===== src/rtl/msum3_pkg.sv =====
// Shared types and constants for the 3-sample moving-sum decoder.
package msum3_pkg;

    localparam int WIDTH_DEF = 8;

    typedef enum logic [1:0] {
        S_IDLE = 2'd0,
        S_DIFF = 2'd1,
        S_ADD  = 2'd2,
        S_OUT  = 2'd3
    } state_t;

    localparam logic [2:0] F_SUB = 3'd0;
    localparam logic [2:0] F_ADD = 3'd1;

endpackage


===== src/rtl/msum3_if.sv =====
// Sum-in / sample-out stream bundle; master is the environment, slave is the decoder.
interface msum3_if
    import msum3_pkg::*;
#(
    parameter int WIDTH = WIDTH_DEF
);
    localparam int SW = WIDTH + 2;

    logic             in_valid;
    logic             in_ready;
    logic [SW-1:0]    in_sum;
    logic             out_valid;
    logic             out_ready;
    logic [WIDTH-1:0] out_d;

    modport master (
        output in_valid, in_sum, out_ready,
        input  in_ready, out_valid, out_d
    );

    modport slave (
        input  in_valid, in_sum, out_ready,
        output in_ready, out_valid, out_d
    );
endinterface


===== src/rtl/msum3_alu.sv =====
// Combinational add/sub unit shared by both decode steps; the only adder in the block.
module msum3_alu
    import msum3_pkg::*;
#(
    parameter int SW = WIDTH_DEF + 2
) (
    input  logic [SW-1:0] a,
    input  logic [SW-1:0] b,
    input  logic [2:0]    f,
    output logic [SW-1:0] result
);

    always_comb begin
        // NOTE: every output of a combinational block gets a default, otherwise an unlisted code infers a latch.
        result = '0;
        case (f)
            F_SUB:   result = a - b;
            F_ADD:   result = a + b;
            default: result = '0;
        endcase
    end

endmodule


===== src/rtl/msum3_dec.sv =====
// Moving-sum decoder: d[n] = s[n] - s[n-1] + d[n-3], two ALU passes per sample.
// Optional MSUM_DEC_CHK_EN adds a sticky err flag for out-of-range recovered samples.
module msum3_dec
    import msum3_pkg::*;
#(
    parameter int WIDTH = WIDTH_DEF
) (
    input  logic   clk,
    input  logic   rstn,
    msum3_if.slave bus,
    output logic   busy,
    output logic   err
);

    localparam int SW = WIDTH + 2;

    state_t        state;
    logic [SW-1:0] s_cur;
    logic [SW-1:0] s_prev;
    logic [SW-1:0] h1;
    logic [SW-1:0] h2;
    logic [SW-1:0] h3;
    logic [SW-1:0] acc;

    logic [SW-1:0] alu_a;
    logic [SW-1:0] alu_b;
    logic [2:0]    alu_f;
    logic [SW-1:0] alu_res;

    always_comb begin
        alu_a = s_cur;
        alu_b = s_prev;
        alu_f = F_SUB;
        if (state == S_ADD) begin
            alu_a = acc;
            alu_b = h3;
            alu_f = F_ADD;
        end
    end

    msum3_alu #(.SW(SW)) u_alu (
        .a      (alu_a),
        .b      (alu_b),
        .f      (alu_f),
        .result (alu_res)
    );

    // Sum/history registers reset to zero: that is the all-zero stream preceding the first sample.
    always_ff @(posedge clk or negedge rstn) begin
        if (!rstn) begin
            state  <= S_IDLE;
            s_cur  <= '0;
            s_prev <= '0;
            h1     <= '0;
            h2     <= '0;
            h3     <= '0;
            acc    <= '0;
        end else begin
            // NOTE: sequential state uses non-blocking assignments so every register samples pre-edge values.
            case (state)
                S_IDLE: begin
                    if (bus.in_valid) begin
                        s_cur <= bus.in_sum;
                        state <= S_DIFF;
                    end
                end
                S_DIFF: begin
                    acc   <= alu_res;
                    state <= S_ADD;
                end
                S_ADD: begin
                    acc   <= alu_res;
                    state <= S_OUT;
                end
                S_OUT: begin
                    // History advances only on the output handshake.
                    if (bus.out_ready) begin
                        h3     <= h2;
                        h2     <= h1;
                        h1     <= acc;
                        s_prev <= s_cur;
                        state  <= S_IDLE;
                    end
                end
                default: state <= S_IDLE;
            endcase
        end
    end

    // Gating with rstn keeps in_ready low while reset is held even though the FSM already sits in S_IDLE.
    assign bus.in_ready  = rstn && (state == S_IDLE);
    assign bus.out_valid = (state == S_OUT);
    assign bus.out_d     = acc[WIDTH-1:0];
    assign busy          = (state != S_IDLE);

`ifdef MSUM_DEC_CHK_EN
    logic err_q;

    always_ff @(posedge clk or negedge rstn) begin
        if (!rstn) begin
            err_q <= 1'b0;
        end else if (state == S_ADD && alu_res[SW-1:WIDTH] != '0) begin
            err_q <= 1'b1;
        end
    end

    assign err = err_q;
`else
    assign err = 1'b0;
`endif

endmodule


===== src/flat_wrapper.sv =====
// flat-port wrapper written by rule: the top's interface ports become plain ports
module msum3_dec_flat import msum3_pkg::*;
#(
    parameter int WIDTH = WIDTH_DEF
)
  (clk, rstn, busy, err, bus_in_valid, bus_in_sum, bus_out_ready, bus_in_ready, bus_out_valid, bus_out_d);
  msum3_if #(.WIDTH(WIDTH)) bus_i ();
  input  logic clk;
  input  logic rstn;
  output logic busy;
  output logic err;
  input wire logic [$bits(bus_i.in_valid)-1:0] bus_in_valid;
  input wire logic [$bits(bus_i.in_sum)-1:0] bus_in_sum;
  input wire logic [$bits(bus_i.out_ready)-1:0] bus_out_ready;
  output wire logic [$bits(bus_i.in_ready)-1:0] bus_in_ready;
  output wire logic [$bits(bus_i.out_valid)-1:0] bus_out_valid;
  output wire logic [$bits(bus_i.out_d)-1:0] bus_out_d;
  assign bus_i.in_valid = bus_in_valid;
  assign bus_i.in_sum = bus_in_sum;
  assign bus_i.out_ready = bus_out_ready;
  assign bus_in_ready = bus_i.in_ready;
  assign bus_out_valid = bus_i.out_valid;
  assign bus_out_d = bus_i.out_d;
  msum3_dec #(.WIDTH(WIDTH)) u_core (.clk(clk), .rstn(rstn), .bus(bus_i), .busy(busy), .err(err));
endmodule

===== config.mk =====
export PLATFORM = sky130hd
export DESIGN_NAME = msum3_dec_flat
export DESIGN_NICKNAME = d
export VERILOG_FILES = /design/src/rtl/msum3_pkg.sv /design/src/rtl/msum3_if.sv /design/src/rtl/msum3_alu.sv /design/src/rtl/msum3_dec.sv /design/src/flat_wrapper.sv
export SDC_FILE = /design/constraint.sdc
export NUM_CORES = 1
export LEC_CHECK = 0
export ABC_AREA = 1
export BUFFER_PORTS_ARGS = -buffer_cell sky130_fd_sc_hd__buf_2
export CORE_UTILIZATION = 50
export DETAILED_ROUTE_END_ITERATION = 10
export GPL_TIMING_DRIVEN = 0
export PLACE_DENSITY = 0.75
export SLEW_MARGIN = 15
export SYNTH_ARGS = -nofsm -noshare
export SYNTH_HDL_FRONTEND = slang
export SYNTH_SLANG_ARGS = --single-unit

===== constraint.sdc =====
create_clock -name clk -period 2.94 [get_ports clk]
set_input_delay 0.588 -clock clk [delete_from_list [all_inputs] [get_ports clk]]
set_output_delay 0.588 -clock clk [all_outputs]
set_load 0.05 [all_outputs]

After elaboration in Yosys (flattened, before gate mapping)
Index checks and enable logic that the tools add are counted.
- register bits: 62
- input bits: 14
- output and inout bits: 12
- word-level logic and storage cells: 30
- add/subtract/negate cells: 2
- eq/ne operators: 6
- muxes and demuxes: 7
- reductions and logical operators: 8
- operators by type and width (cell ; number):
    two-way mux 10 bit ; 2
    case mux 10 bit (2 select lines) ; 1
    adder 10 bit ; 1
    subtractor 10 bit ; 1
    case mux 2 bit (4 select lines) ; 1
    AND reduction 2 bit ; 3
    equality test 2 bit, second input constant ; 2
    two-way mux 2 bit ; 2
    inequality test 2 bit, second input constant ; 2
    equality test 3 x 1 -> 1 bit, second input constant ; 1
    zero test 3 bit ; 1
    equality test 2 x 1 -> 1 bit, second input constant ; 1
    zero test 2 bit ; 1
    nonzero test 2 bit ; 1
    OR reduction 2 bit ; 1
    logical AND 1 bit ; 1
    two-way mux 1 bit ; 1

Depth between registers and ports, before layout
- depth after elaboration: 4
- gate-level depth with buffers: 20
- mapped depth without buffers: 19

Modules after synthesis
From an unflattened synthesis, not the netlist that was laid out.
- cells, all modules: 439
- area total of the unflattened synthesis: 3540.9 um^2
- modules (own cells, without submodules) (module ; times used ; cells an instance ; area each (um^2) ; seq. area each (um^2)):
    msum3_dec ; 1 ; 313 ; 2822.7 ; 1551.5
    msum3_alu ; 1 ; 126 ; 718.2 ; 0.0

Worst setup path before layout
Ideal clock, no wire load.
- path type: register -> register
- from: reg u_core.state[0]
- to: reg u_core.acc[7]
- library setup time: 0.118 ns
- arrival: 2.444 ns
- required time: 2.822 ns
- setup slack: 0.378 ns
- cell stages (with the launch flop): 15
- path buffers: 3
- period minus slack after synthesis: 2.562 ns
- path through: dfrtp_1 inv_1 ha_1 buf_6 buf_2 clkbuf_1 o21ai_0 ha_1 nand2_1 o21ai_4 nand3_2 o21bai_1 nand3_1 nand3_1 nand2_1
- word-level cells in the longest chain between the ends: 4
- elaborated cells between the ends (all ways): 11
- those cells by class: 2 x add/sub; 3 x eq/ne; 4 x mux; 2 x reduce/logical
- RTL lines (item ; line ; source):
    start: declaration ; msum3_dec.sv:17 ; state_t state;
    start signal: assignment ; msum3_dec.sv:51 ; state <= S_IDLE;
    start signal: assignment ; msum3_dec.sv:64 ; state <= S_DIFF;
    start signal: assignment ; msum3_dec.sv:69 ; state <= S_ADD;
    equality test 2 bit ; msum3_dec.sv:34, msum3_dec.sv:60 ;
    two-way mux 10 bit or two-way mux 1 bit (tied branches) ; msum3_dec.sv:34 ; if (state == S_ADD) begin
    adder 10 bit (tied with other cells) ; msum3_alu.sv:18 ; F_ADD: result = a + b;
    case mux 10 bit (2 select lines) ; msum3_alu.sv:16 ; case (f)
    end signal: assignment ; msum3_dec.sv:68 ; acc <= alu_res;
    end signal: assignment ; msum3_dec.sv:72 ; acc <= alu_res;
    end: declaration ; msum3_dec.sv:23 ; logic [SW-1:0] acc;
Parallel ways exist; a longest one is shown, timed or not.
A chain may end at the register's enable or synchronous reset.

Worst setup path after layout
Same ends and word-level chain as after synthesis.

==> flow_summary.json <==
{
  "cp_slowest_cell": "dfrtp_1",
  "start_util_pct": 51.8,
  "ys_seq_elements": 50,
  "synth_flop_cell": "dfrtp_1",
  "vias": 2031,
  "die_h_um": 74.5,
  "syn-num-nets": 327,
  "antenna_found_initial": 0,
  "dp_hpwl_um": 4030,
  "cts_buffer_depth": 2,
  "layout-drive-gt1-share_pct": 21.5,
  "worstMarginPinSlew_ps": 642,
  "grt_pass1_vias": 1972,
  "nets": 356,
  "core_mm2": 0.00507,
  "hold_viol": 0,
  "hp-class": "in -> async",
  "max_cap_violations": 0,
  "die_w_um": 74.5,
  "whs_ps": 298,
  "synth_edf_count": 0,
  "cts_tree": "yes",
  "drt-pass1-iter-count": 4,
  "finalSetupViolations": 0,
  "slew_headroom_pct": 57.2,
  "grt_max_degree": 52,
  "synth.top_cell.area_share_pct": 47.6,
  "drc": 0,
  "syn-mean-instance-area_um2": 8.71,
  "skew_ps": 3.85,
  "status": "finished, final reports clean",
  "cts_setup_buffers": 0,
  "period_share_pct": 91.7,
  "design.portCount": 26,
  "routed_wirelength_um": 5470,
  "num_antenna_cells": 0,
  "drtAntennaViolNets": 0,
  "globalRouteOverflowTotal": 0,
  "htree_levels": 2,
  "grt_pass1_wl_um": 9250,
  "synth_area_leader_cell": "dfrtp_1",
  "rrSetupSlack_ps": 240,
  "synth_area_mm2": 0.00263,
  "clk_latency_ps": 300,
  "cts_made_buffers": 5,
  "syn-instance-count": 302,
  "rows": 26,
  "dieArea_mm2": 0.00556,
  "gp_congestion": 0.855,
  "routedWlPerCell_um": 13.6,
  "critical_path_class": "reg -> reg",
  "clock.fmax_mhz": 371,
  "ys_top_cells_by_area": "dfrtp_1 48%, nand2_1 9.7%, mux2_2 7.3%",
  "cts.sinks": 50,
  "syn_to_final_growth_pct": 11.6,
  "rsz0062_at_grt": "false",
  "async_reset_ff_share_pct": 100,
  "crit_fanout": 10,
  "slew_viol_final": 0,
  "ys_seq_area_share_pct": 47.6,
  "cp-start-kind": "register",
  "clk_pin_slew_ps": 80,
  "port-buffer-count": 22,
  "required_ps": 3140,
  "ys_types": 29,
  "grt_usage_pct": 22.8,
  "arrival_ps": 2890,
  "path_cells": "inv_2 -> ha_4 -> inv_2 -> buf_6 -> nand2_1 -> nand2_1 -> nand2_1 -> nor2_4 -> a21oi_1 -> o21ai_0 -> ha_1 -> a21oi_2 -> o21ai_0 -> o21bai_1 -> inv_1 -> nand2_1 -> nand3_1 -> nand2_1",
  "worst_path_most_repeated_cell": "nand2_1",
  "routed_via_density": 5.06,
  "critical-path-max-stage-delay_ps": 400,
  "cts-root-buf": "clkbuf_8",
  "drtIter0Drc": 93,
  "critPathCaptureType": "register",
  "synth_warnings": 0,
  "min_period_ps": 2700
}
worst max-delay path: cells and delay by family (launching register included):
family | cells | cell delay [ps]
AOI/OAI and AO/OA | 5 | 810
adders and majority gates | 2 | 560
buffers and inverters | 4 | 340
DFF | 1 | 400
and+or+nand+nor | 7 | 490
state kept, by name, summed over array words and instances, names as in the netlist:
register,cells
u_core.acc,8
u_core.h1,8
u_core.h2,8
u_core.h3,8
u_core.s_cur,8
u_core.s_prev,8
u_core.state,2
final cells by class:
class | instances | area, um2
multi-input combinational | 201 | 1190
clock buffer | 7 | 76.3
timing repair buffer | 22 | 113
buffer | 12 | 71.3
tap | 70 | 87.6
inverter | 39 | 146
fill | 475 | 2140
sequential | 50 | 1250
synthesized netlist by cell type, types with 2 or more instances:
master    instances
a21oi_1          25
buf_6             2
clkbuf_1          8
dfrtp_1          50
ha_1             10
inv_1            38
mux2_2           17
nand2_1          68
nand2_2           8
nand3_1           6
nand3_2           2
nor2_1           17
nor2_4            2
nor3_1            2
o21ai_0          29
o22ai_1           2
xnor2_1           3
xor2_1            2
cell usage in the layout, fill, tap and decap left out, types with 2 or more instances in the layout:
| master | netlist | routed |
|---|---|---|
| nand2_1 | 68 | 68 |
| dfrtp_1 | 50 | 49 |
| inv_1 | 38 | 37 |
| o21ai_0 | 29 | 29 |
| a21oi_1 | 25 | 24 |
| buf_2 | 1 | 21 |
| nor2_1 | 17 | 17 |
| mux2_2 | 17 | 17 |
| clkbuf_1 | 8 | 9 |
| ha_1 | 10 | 9 |
| nand2_2 | 8 | 8 |
| nand3_1 | 6 | 6 |
| clkbuf_8 | 0 | 5 |
| xnor2_1 | 3 | 3 |
| buf_6 | 2 | 2 |
| clkbuf_4 | 0 | 2 |
| inv_2 | 1 | 2 |
| xor2_1 | 2 | 2 |
| nor2_4 | 2 | 2 |
| o22ai_1 | 2 | 2 |
| nand3_2 | 2 | 2 |
| buf_4 | 1 | 2 |
metrics by stage:
step                      setup WS [ps]  cells  TNS [ps]  util [%]  cell area (um2)
after floorplan                     378    302         0         -             2630
after global placement             9.92    394         0      55.7             2830
after detailed placement          -69.7    394     -86.2      55.7             2830
after CTS                          32.7    401         0      57.3             2910
after global routing               13.1    401         0      57.9             2940
final                               244    401         0      57.9             2940
layer usage:
| layer | global-route usage, % | routed length (um) |
|---|---|---|
| met5 | 0 | 0 |
| met4 | 6.08 | 46 |
| met3 | 5.15 | 225 |
| met2 | 37.9 | 2700 |
| met1 | 30.2 | 2500 |
cell families after synthesis:
family,count (synthesis),share of synthesized area (%)
and+or+nand+nor,107,17.6
AOI/OAI and AO/OA,60,12.2
buffers and inverters,51,8.04
DFF,50,47.6
muxes,17,7.28
adders and majority gates,11,5.52
xor gates and xnor gates,5,1.66
other,1,0.143
what timing repair did:
| item | in CTS | in global routing |
|---|---|---|
| hold buffers | 0 | 0 |
| pin swaps | 0 | 1 |
| endpoints found under the setup margin | 2 | 3 |
| gates resized for setup | 1 | 9 |
worst paths after layout:
kind,start,end,depth (start not counted)
min in group clk,u_core.s_prev[3],u_core.s_prev[3],2
max reg2reg,u_core.state[0],u_core.acc[7],18
max in group asynchronous,rstn,u_core.state[1],1
min,rstn,u_core.s_cur[7],1
max,u_core.state[0],u_core.acc[7],18
min reg2reg,u_core.s_prev[3],u_core.s_prev[3],2
Power is not shown: default switching activity piles up to over one toggle a cycle in this logic, so the estimate is an artifact.
